--- src/rtl/pc_fetch_unit.sv ---
// Datapath fetch stage: PC, IR and ALUOut registers, next-PC selection and
// conditional branch resolution for the multicycle controller.
module pc_fetch_unit #(
   parameter int unsigned        ADDR_W   = 32,
   parameter logic [ADDR_W-1:0]  RESET_PC = '0,
   parameter int unsigned        CNT_W    = 16
) (
   input  logic              clk,
   input  logic              reset,
   input  logic              pc_write,
   input  logic              pc_write_cond,
   input  logic              branch_type,
   input  logic [1:0]        pc_source,
   input  logic              ir_write,
   input  logic [31:0]       mem_rdata,
   input  logic [31:0]       alu_result,
   input  logic              alu_zero,
   input  logic [31:0]       reg_a,
   input  logic [31:0]       reg_b,
   output logic [ADDR_W-1:0] pc,
   output logic [31:0]       instr,
   output logic [31:0]       alu_out_q,
   output logic              branch_taken,
   output logic [CNT_W-1:0]  fetch_count
);

   localparam int unsigned DATA_W = 32;

   typedef enum logic [3:0] {
      BR_EQ = 4'b0000,
      BR_NE = 4'b0001,
      BR_LT = 4'b0010,
      BR_GE = 4'b0011
   } br_op_e;

   logic [ADDR_W-1:0] pc_q, pc_d;
   logic [DATA_W-1:0] instr_q, instr_d;
   logic [DATA_W-1:0] alu_out_d;
   logic              branch_taken_q, branch_taken_d;
   logic [CNT_W-1:0]  fetch_count_q, fetch_count_d;

   logic [ADDR_W-1:0] jump_target;
   logic [ADDR_W-1:0] branch_target;
   logic [ADDR_W-1:0] src_pc;
   logic              br_cond;

   // Jump keeps the upper PC bits when the PC is wider than the 26-bit field
   if (ADDR_W > 26) begin : g_jmp_wide
      assign jump_target = {pc_q[ADDR_W-1:26], instr_q[25:0]};
   end else begin : g_jmp_narrow
      assign jump_target = instr_q[ADDR_W-1:0];
   end

   assign branch_target = pc_q + ADDR_W'($signed(instr_q[15:0]));

   always_comb begin
      br_cond = 1'b0;
      case (br_op_e'(instr_q[29:26]))
         BR_EQ:   br_cond = (reg_a == reg_b);
         BR_NE:   br_cond = (reg_a != reg_b);
         BR_LT:   br_cond = ($signed(reg_a) <  $signed(reg_b));
         BR_GE:   br_cond = ($signed(reg_a) >= $signed(reg_b));
         default: br_cond = 1'b0;
      endcase
   end

   always_comb begin
      src_pc = ADDR_W'(alu_result);
      case (pc_source)
         2'b00:   src_pc = ADDR_W'(alu_result);
         2'b01:   src_pc = ADDR_W'(alu_out_q);
         2'b10:   src_pc = jump_target;
         default: src_pc = ADDR_W'(reg_a);
      endcase
   end

   // Next-state: pc_write dominates pc_write_cond; branches ignore pc_source
   always_comb begin
      pc_d           = pc_q;
      instr_d        = instr_q;
      alu_out_d      = alu_result;
      branch_taken_d = 1'b0;
      fetch_count_d  = fetch_count_q;

      if (ir_write) begin
         instr_d       = mem_rdata;
         fetch_count_d = fetch_count_q + CNT_W'(1);
      end

      if (pc_write && branch_type) begin
         if (br_cond) begin
            pc_d           = branch_target;
            branch_taken_d = 1'b1;
         end
      end else if (pc_write || (pc_write_cond && alu_zero)) begin
         pc_d = src_pc;
      end
   end

   always_ff @(posedge clk) begin
      if (reset) begin
         pc_q           <= RESET_PC;
         instr_q        <= '0;
         alu_out_q      <= '0;
         branch_taken_q <= 1'b0;
         fetch_count_q  <= '0;
      end else begin
         pc_q           <= pc_d;
         instr_q        <= instr_d;
         alu_out_q      <= alu_out_d;
         branch_taken_q <= branch_taken_d;
         fetch_count_q  <= fetch_count_d;
      end
   end

   assign pc           = pc_q;
   assign instr        = instr_q;
   assign branch_taken = branch_taken_q;
   assign fetch_count  = fetch_count_q;

endmodule

--- config.mk ---
export PLATFORM = sky130hd
export DESIGN_NAME = pc_fetch_unit
export DESIGN_NICKNAME = d
export VERILOG_FILES = /design/src/rtl/pc_fetch_unit.sv
export SDC_FILE = /design/constraint.sdc
export NUM_CORES = 1
export LEC_CHECK = 0
export BUFFER_PORTS_ARGS = -buffer_cell sky130_fd_sc_hd__clkbuf_2
export CAP_MARGIN = 20
export CORE_MARGIN = 2
export CORE_UTILIZATION = 46
export CTS_CLUSTER_SIZE = 8
export DETAILED_ROUTE_END_ITERATION = 7
export PLACE_DENSITY = 0.73
export SLEW_MARGIN = 40
export SYNTH_ARGS = -nofsm -noshare
export SYNTH_HDL_FRONTEND = slang
export SYNTH_SLANG_ARGS = --single-unit
--- constraint.sdc ---
create_clock -name clk -period 8.23 [get_ports clk]
set_input_delay 1.2345 -clock clk [delete_from_list [all_inputs] [get_ports clk]]
set_output_delay 1.2345 -clock clk [all_outputs]
set_load 0.005 [all_outputs]
==> out/metrics.cfg <==
[setup_path]
crit_required_ns=8.55
rr_worst_depth=10
critPathCaptureType=flip-flop
cp_max_fo=18
critPathArrivalTime_ns=4.38
crit_path_start=reg_b[31]
rrSetupSlack_ns=5.11
crit_type=input pin to flip-flop
worst_setup_path_start_kind=input pin
rr_endpoint=pc[25]
reg2reg_from=instr[15]

[clocking]
clk_pin_slew_ns=0.06
post_cts_buffers=0
cts_buffers=17
post_cts_resized=0
clock_path_buffers=2
cts-root-buf=clkbuf_16
cts_tree=built
htreeDepth=4
ctsHoldBuffers=0
cts_sinks=113
clk_latency_ns=0.42

[sta]
setup_tns_ns=0
maxSlewViolCount=0
fmax_mhz=246
hold_viol=0
setup_viol=0
finalClockSkew_ns=0.0104
period_share_pct=49.3
maxSlewHeadroom_pct=47.0
rsz0062_at_grt=no
worstMarginPinSlew_ns=0.793
fin_crit_ns=4.06
whs_ns=0.502

[route]
routed_via_density=5.59
drtPass1Iterations=5
wl_per_cell_microns=17.4
drt_iter0_markers=424
finalWirelength_microns=22900
via_count=7354
postRouteAntennaNets=0
drc=0

[synth]
ys_warn_count=0
avgSynthCellArea_sq_um=8.80
syn-instance-count=863
synth_edf_count=0
synth_flop_cell=dfxtp_1
synth-seq-cells=113
synth_area_sq_mm=0.00759
synth_area_leaders=dfxtp_1 (30%), ha_1 (11%), mux4_2 (7.7%)
synth_cell_types=68
async_flop_share_pct=0
seq_area_frac_synth_pct=29.8
synth_top_area_cell=dfxtp_1
synth_nets=1065
synth_top_area_share_pct=29.8

[layout]
nFillCells=1490
layout_commonest_cell=clkbuf_2
multi_input_area_sq_mm=0.00496
num_antenna_cells=0
area_growth_pct=26.0
final_cell_mix=clkbuf_2 (248), dfxtp_1 (112), nor2_1 (85)
drive_above_1_share_pct=30.0
layout.nets=1289
fin_util_pct=59.8
seqCellArea_sq_mm=0.00226

[global_routing]
grt_pass1_vias=7177
grt_overflow=0
grt_max_degree=86
antenna_found_initial=0
track_usage_pct=26.2
grt_pass1_wl_microns=36700

[floorplan]
ios=250
fp.coreArea_sq_mm=0.0160
die_h_microns=132
die_x_microns=132
std_cell_rows=46
start_util_pct=47.5
die_area_sq_mm=0.0175

[placement]
place.detailed.hpwl_microns=17600
io_buffer_count=249
gp_congestion=0.903

[power_and_ir_drop]
ir_drop_mv=0.152
pwr_density_cell_mw_per_mm2=185
p_leak_nw=4.69

[status]
status=completed

[hold_path]
min_path_cells=2
holdPathEnd=instr[30]
min_from=instr[30]
worstHoldPathType=flip-flop to flip-flop

[job]
drv_cap=0

state kept, by name, summed over array words and instances, names as in the netlist:
name / cells
alu_out_q: 32
branch_taken: 1
instr: 32
fetch_count: 16
pc: 32
layout make-up:
| type | count | share of cell area [%] |
|---|---|---|
| well taps | 216 | 2.83 |
| clock inverters | 14 | 1.84 |
| repair buffers | 253 | 13.4 |
| flip-flops and latches | 113 | 23.7 |
| multi-input cells | 656 | 51.9 |
| inverters | 46 | 1.81 |
| clock buffers | 18 | 4.59 |
worst max path at each step:
| stage | end | slack (ns) |
|---|---|---|
| 2_1_floorplan | pc[11] | 4.76 |
| 3_3_place_gp | pc[14] | 3.68 |
| 6_report | pc[22] | 4.17 |
| 4_1_cts | pc[16] | 4.10 |
| 5_1_grt | pc[19] | 4.02 |
| 3_5_place_dp | pc[16] | 3.68 |
metrics by stage:
step | setup WS, ns | instances | power, mW | area, sq um
after detailed placement | 3.68 | 1284 | 1.01 | 8940
final | 4.17 | 1316 | 1.77 | 9560
after global placement | 3.68 | 1284 | 1.01 | 8940
after global routing | 4.02 | 1316 | 1.86 | 9560
after CTS | 4.10 | 1316 | 1.78 | 9560
after floorplan | 4.76 | 863 | 0.873 | 7590
critical path, cell delays in order:
cell and delay, ns:
clkbuf_2 0.08, inv_1 0.04, ha_1 0.34, nand4_1 0.17, nor4_2 0.57, nand3_1 0.36
mux2i_1 0.19, mux2_2 0.28, nand2_1 0.09, and2_1 0.15, nand2_1 0.48, a211oi_1 0.39
report_power, final:
| group | leakage (nW) | total, mW | internal [mW] | switching (mW) |
|---|---|---|---|---|
| registers | 0.933 | 0.619 | 0.584 | 0.0359 |
| clock network | 0.286 | 0.767 | 0.488 | 0.280 |
| logic | 3.47 | 0.386 | 0.177 | 0.209 |
cells by family (layout without fill, tap and decap cells):
logic type	Yosys count	after routing	share of synthesized area [%]
AOI/OAI and AO/OA	199	199	17.8
xor gates and xnor gates	38	38	4.38
adders and majority gates	65	65	10.8
buffers and inverters	94	331	5.01
DFF	113	113	29.8
muxes	74	74	14.1
and+or+nand+nor	280	280	18.1
synthesized netlist by cell type, drive strengths merged (4+ instances only):
| cell type | count |
|---|---|
| nor4 | 8 |
| xor2 | 22 |
| a21oi | 57 |
| a21o | 21 |
| nand3 | 15 |
| a221oi | 4 |
| nor2b | 40 |
| a211oi | 28 |
| o211ai | 13 |
| ha | 64 |
| and3 | 9 |
| clkbuf | 31 |
| o31ai | 4 |
| xnor2 | 16 |
| o211a | 4 |
| nor2 | 85 |
| mux4 | 26 |
| o21a | 9 |
| o21ai | 30 |
| and2 | 5 |
| mux2i | 45 |
| nor3 | 33 |
| or3 | 5 |
| nand2 | 53 |
| dfxtp | 113 |
| nand4 | 12 |
| inv | 45 |
| a31oi | 7 |
| a221o | 4 |
| buf | 17 |
routing by layer:
layer	global-route usage [%]	part of all wire, %	up-vias
li1	-	-	3619
met1	33.6	44	3442
met2	42.6	46	258
met3	6.63	7.0	35
met4	10.2	2.5	0
met5	0	0	-
No activity file was read; power rests on OpenSTA's default activity.
